--- src/rtl/uart_receiver.sv ---
// ---------------------------------------------------------------------------
// uart_receiver
//
// 8N1 serial receiver. The asynchronous line is brought into the clk domain
// through a two-flop synchronizer, the start bit is confirmed at its
// midpoint, and every later bit (8 data bits, LSB first, and the stop bit) is
// sampled one full bit period after the previous sample, which places each
// sample near the centre of its bit.
//
// Parameters
//   CLKS_PER_BIT   clk cycles per serial bit; legal 4..1023, even values only
//
// Ports
//   clk            system clock, rising-edge active
//   rst            asynchronous, active-high reset
//   bit_in         asynchronous serial line, idles high
//   data_out[7:0]  last correctly framed byte, held until the next good frame
//   valid          one-cycle pulse: data_out has just been loaded
//   framing_error  one-cycle pulse: stop bit was sampled low
//   busy           high whenever the receiver is not idle
//
// States
//   state      | meaning
//   -----------+-------------------------------------------------------------
//   IDLE       | line idle, waiting for a low level on the synchronized line
//   START      | counting to the start-bit midpoint to confirm it is real
//   DATA       | sampling the 8 data bits, one per bit period
//   STOP       | sampling the stop bit; emits valid or framing_error
//   BREAK_WAIT | stop bit was low; wait for the line to return high
// ---------------------------------------------------------------------------
module uart_receiver #(
    parameter int CLKS_PER_BIT = 16
) (
    input  logic       clk,
    input  logic       rst,
    input  logic       bit_in,
    output logic [7:0] data_out,
    output logic       valid,
    output logic       framing_error,
    output logic       busy
);

    // Wide enough to hold CLKS_PER_BIT-1 without wrapping.
    localparam int CNT_W = $clog2(CLKS_PER_BIT);

    localparam logic [CNT_W-1:0] HALF_LAST = CNT_W'(CLKS_PER_BIT / 2 - 1);
    localparam logic [CNT_W-1:0] FULL_LAST = CNT_W'(CLKS_PER_BIT - 1);

    typedef enum logic [2:0] {
        IDLE,
        START,
        DATA,
        STOP,
        BREAK_WAIT
    } state_t;

    // -----------------------------------------------------------------------
    // Synchronizer. Both flops reset to the idle (high) level so that reset
    // release never looks like a start bit.
    // -----------------------------------------------------------------------
    logic sync_meta;
    logic rx_s;

    always_ff @(posedge clk or posedge rst) begin
        if (rst) begin
            sync_meta <= 1'b1;
            rx_s      <= 1'b1;
        end else begin
            sync_meta <= bit_in;
            rx_s      <= sync_meta;
        end
    end

    // -----------------------------------------------------------------------
    // FSM and datapath registers
    // -----------------------------------------------------------------------
    state_t           state_q, state_d;
    logic [CNT_W-1:0] cnt_q,   cnt_d;
    logic [2:0]       idx_q,   idx_d;
    logic [7:0]       shift_q, shift_d;
    logic [7:0]       data_q,  data_d;
    logic             valid_q, valid_d;
    logic             ferr_q,  ferr_d;
    logic             busy_q,  busy_d;

    always_ff @(posedge clk or posedge rst) begin
        if (rst) begin
            state_q <= IDLE;
            cnt_q   <= '0;
            idx_q   <= '0;
            shift_q <= '0;
            data_q  <= '0;
            valid_q <= 1'b0;
            ferr_q  <= 1'b0;
            busy_q  <= 1'b0;
        end else begin
            state_q <= state_d;
            cnt_q   <= cnt_d;
            idx_q   <= idx_d;
            shift_q <= shift_d;
            data_q  <= data_d;
            valid_q <= valid_d;
            ferr_q  <= ferr_d;
            busy_q  <= busy_d;
        end
    end

    always_comb begin
        state_d = state_q;
        cnt_d   = cnt_q;
        idx_d   = idx_q;
        shift_d = shift_q;
        data_d  = data_q;
        valid_d = 1'b0;
        ferr_d  = 1'b0;

        case (state_q)
            IDLE: begin
                if (!rx_s) begin
                    state_d = START;
                    cnt_d   = '0;
                end
            end

            START: begin
                if (cnt_q == HALF_LAST) begin
                    cnt_d = '0;
                    if (!rx_s) begin
                        state_d = DATA;
                        idx_d   = '0;
                    end else begin
                        // Low pulse shorter than half a bit: treat as noise.
                        state_d = IDLE;
                    end
                end else begin
                    cnt_d = cnt_q + CNT_W'(1);
                end
            end

            DATA: begin
                if (cnt_q == FULL_LAST) begin
                    shift_d[idx_q] = rx_s;
                    cnt_d          = '0;
                    if (idx_q == 3'd7) begin
                        state_d = STOP;
                        idx_d   = '0;
                    end else begin
                        idx_d = idx_q + 3'd1;
                    end
                end else begin
                    cnt_d = cnt_q + CNT_W'(1);
                end
            end

            STOP: begin
                if (cnt_q == FULL_LAST) begin
                    cnt_d = '0;
                    if (rx_s) begin
                        data_d  = shift_q;
                        valid_d = 1'b1;
                        state_d = IDLE;
                    end else begin
                        ferr_d  = 1'b1;
                        state_d = BREAK_WAIT;
                    end
                end else begin
                    cnt_d = cnt_q + CNT_W'(1);
                end
            end

            BREAK_WAIT: begin
                // A line held low (break) must not be taken as a new start bit.
                if (rx_s) begin
                    state_d = IDLE;
                end
            end

            default: begin
                state_d = IDLE;
                cnt_d   = '0;
                idx_d   = '0;
            end
        endcase
    end

    // busy is registered alongside the state, so it tracks state_q exactly.
    assign busy_d = (state_d != IDLE);

    assign data_out      = data_q;
    assign valid         = valid_q;
    assign framing_error = ferr_q;
    assign busy          = busy_q;

endmodule
--- config.mk ---
export PLATFORM = sky130hd
export DESIGN_NAME = uart_receiver
export DESIGN_NICKNAME = d
export VERILOG_FILES = /design/src/rtl/uart_receiver.sv
export SDC_FILE = /design/constraint.sdc
export NUM_CORES = 1
export LEC_CHECK = 0
export CORE_MARGIN = 3
export CORE_UTILIZATION = 43
export CTS_CLUSTER_SIZE = 10
export DETAILED_ROUTE_END_ITERATION = 10
export PLACE_DENSITY = 0.67
export SYNTH_ARGS = -nofsm -noshare
export SYNTH_HDL_FRONTEND = slang
export SYNTH_SLANG_ARGS = --single-unit
--- constraint.sdc ---
create_clock -name clk -period 5 [get_ports clk]
set_clock_uncertainty 0.2 [all_clocks]
set_input_delay 1 -clock clk [delete_from_list [all_inputs] [get_ports clk]]
set_output_delay 1 -clock clk [all_outputs]
set_load 0.02 [all_outputs]
==> results.toml <==
[run_status]
run_status = "finished clean"

[cts]
cts_max_level = 2
cts_max_path_buffers = 2
clock_tree_from_tritoncts = "yes"
cts_num_sinks = 31
ctsHoldBuffers = 0
clk_latency_ns = 0.32
cts_buffers = 5
postCtsSetupBuffers = 0
post_cts.resized_instances = 0
clockRootBuffer = "sky130_fd_sc_hd__clkbuf_4"
clk_pin_slew_worst_paths_ns = 0.09

[final_layout]
insertedDiodeCount = 0
ff_latch_area_um2 = 778.2
design.final.nets = 143
areaGrowthSynthToFinish_pct = 15.63
area_used_by_multi_input_combinational_logic_um2 = 624.3
layout_cell_share_with_drive_strength_beyond_1_pct = 12.32
num-fill-cells = 285

[placement]
io_port_bufs = 13
dp.final_hpwl_um = 1661
place_congestion = 0.7717

[power]
cellInternalPower_w = 0.0004234
power.switching_w = 0.0002106
pwr-share-seq_pct = 54.0
ir_worst_vdd_v = 0.0002223
power.density_nw_per_um2 = 378.4
share_of_total_power_in_combinational_logic_pct = 20.5
p_leak_nw = 0.7824
netSwitchingFraction_pct = 33.22
clock_power_share_pct = 25.5

[die]
die_width_um = 64.05
fp.coreArea_um2 = 3128
fp.dieArea_um2 = 4102
die_height_um = 64.05
top_level_ports = 14
initial_utilization_pct = 46.32
rows = 20

[route]
route.final.wire_length_um = 2463
drt-wirelength-per-cell_um = 13.53
final_antenna_net_count = 0
routed-via-count = 967
first_pass_drt_iterations = 5
drt-initial-drc-count = 30
via_per_inst = 5.313
drt_drc_violations_left = 0

[logic_synthesis]
ys.warnings.count = 0
post_synth_instance_area_um2 = 1449
synth.top_cells.by_area = "sky130_fd_sc_hd__dfrtp_1, sky130_fd_sc_hd__mux2_1, sky130_fd_sc_hd__dfstp_2, sky130_fd_sc_hd__ha_1, sky130_fd_sc_hd__a22o_1"
postSynthCellCount = 123
seq_area_frac_synth_pct = 53.71
postSynthRegisterBits = 31
synth_top_cell_area_share_pct = 50.09
syn_nets = 129
yosys.cell_types.count = 36
synth_largest_area_cell = "sky130_fd_sc_hd__dfrtp_1"
synth.avg_cell_area_um2 = 11.78

[sta]
timing.final.setup_violations = 0
setup_tns_ns = 0
finalCritPeriodShare_pct = 49.64
slew_headroom_pct = 24.07
grt_setup_unrepaired = "false"
hold_worst_slack_ns = 0.1601
worstMarginPinSlew_ns = 1.138
finalMaxSlewViolations = 0
clock.fmax_mhz = 402.9
final.min_clock_period_ns = 2.482
timing_hold_violations_final = 0

[grt]
initial_antenna_violation_count = 0
gr-total-overflow = 0
grt.total_usage_pct = 14.05
grt_max_degree = 32
grt_first_pass_wirelength_um = 4429
via_count_of_the_first_global_routing_pass = 931

[setup_path]
crit_path_start_kind = "register"
path_cells = "clkdlybuf4s50_1"
r2r_slack_ns = 3.00
crit_arrival_ns = 1.28
required_ns = 3.80
crit_slowest_cell = "sky130_fd_sc_hd__clkdlybuf4s50_1"
criticalPathCategory = "register to output pin"
timing.critical_path.to_type = "output pin"
launching_point_of_the_worst_reg2reg_path = "cnt_q[0]"
cp_bufs_invs = 1
crit_path_start = "data_out[5]"
cpLargestDelayFamily = "buffers and inverters"
crit_path_max_incr_delay_ns = 0.60
cp_max_fo = 2

[min_path]
worstHoldStart = "sync_meta"
min_path_type = "register to register"

[flow_run]
maxCapViolCount = 0
[power by group through the flow]
stage / logic [W] / clock network, W / registers [W]
after global placement: 0.000124 / 0 / 0.000344
after floorplan: 0.000146 / 0 / 0.000304
after CTS: 0.000132 / 0.000168 / 0.000342
after global routing: 0.000150 / 0.000182 / 0.000351
final: 0.000130 / 0.000162 / 0.000342
after detailed placement: 0.000128 / 0 / 0.000347
[layout by cell type, fill, tap and decap left out, types with 3 or more instances in the layout]
master and instances:
sky130_fd_sc_hd__a21oi_1 4, sky130_fd_sc_hd__a22o_1 4, sky130_fd_sc_hd__clkbuf_4 5, sky130_fd_sc_hd__clkdlybuf4s50_1 13, sky130_fd_sc_hd__dfrtp_1 29, sky130_fd_sc_hd__ha_1 3, sky130_fd_sc_hd__inv_1 5, sky130_fd_sc_hd__mux2_1 16
sky130_fd_sc_hd__nand2_1 9, sky130_fd_sc_hd__nand3_1 6, sky130_fd_sc_hd__nor2_1 9, sky130_fd_sc_hd__o21ai_0 3
[cell families (layout without fill, tap and decap cells)]
kind of cell,Yosys count,count (layout),synth area share [%]
and+or+nand+nor,41,41,17.79
AOI/OAI and AO/OA,20,20,9.500
muxes,17,17,13.21
adders and majority gates,3,3,2.591
buffers and inverters,11,26,3.196
DFF,31,31,53.71
[metrics by stage]
stage	total power (W)	util, %	instance area (µm²)	instances	setup WS [ns]
6_report	0.0006340	53.56	1675	182	2.518
5_1_grt	0.0006824	53.56	1675	182	2.444
4_1_cts	0.0006419	53.56	1675	182	2.493
3_5_place_dp	0.0004750	51.36	1607	174	2.401
3_3_place_gp	0.0004685	51.36	1607	174	2.454
2_1_floorplan	0.0004499	-	1449	123	3.141
[worst paths after layout]
kind / endpoint / depth (start not counted)
worst max-delay path: data_out[5] / 1
worst max register to register: shift_q[1] / 5
max in group asynchronous: data_out[4] / 2
worst min register to register: rx_s / 0
min in group asynchronous: framing_error / 2
worst min-delay path: rx_s / 0
[state kept, by name (all words and copies together) (netlist names)]
register and flops:
busy 1, cnt_q 4, data_out 8, framing_error 1, idx_q 3, rx_s 1, shift_q 8, state_q 3
sync_meta 1, valid 1
[cell usage after synthesis (all sizes together)]
cell type and count:
dfstp 2, nor2b 2, o21ai 5, nor3 2, and3b 1, o221ai 1
a22oi 1, nand4 3, a22o 4, dfrtp 29, a21oi 4, a211oi 1
nand2 9, nand2b 1, nor3b 1, clkbuf 2, inv 5, ha 3
nand3 8, nor4 1, o21a 1, and3 1, a31oi 1, o22ai 1
mux2 17, buf 4, nor2 10, or3b 2, a21o 1
[cell type report]
type                       instances  area share [%]
tap                               44           3.286
multi-input combinational         81           37.27
sequential                        31           46.45
clock buffer                       8           4.108
timing repair buffer              13           7.767
inverter                           5           1.120
[metal layers]
| metal | vias to the layer above | track usage [%] | share of wire (%) |
|---|---|---|---|
| li1 | 464 | - | - |
| met1 | 468 | 18.88 | 48 |
| met2 | 28 | 20.65 | 45 |
| met3 | 7 | 4.394 | 5.2 |
| met4 | 0 | 6.469 | 1.7 |
| met5 | - | 0 | 0 |
(Power assumes the default switching activity.)
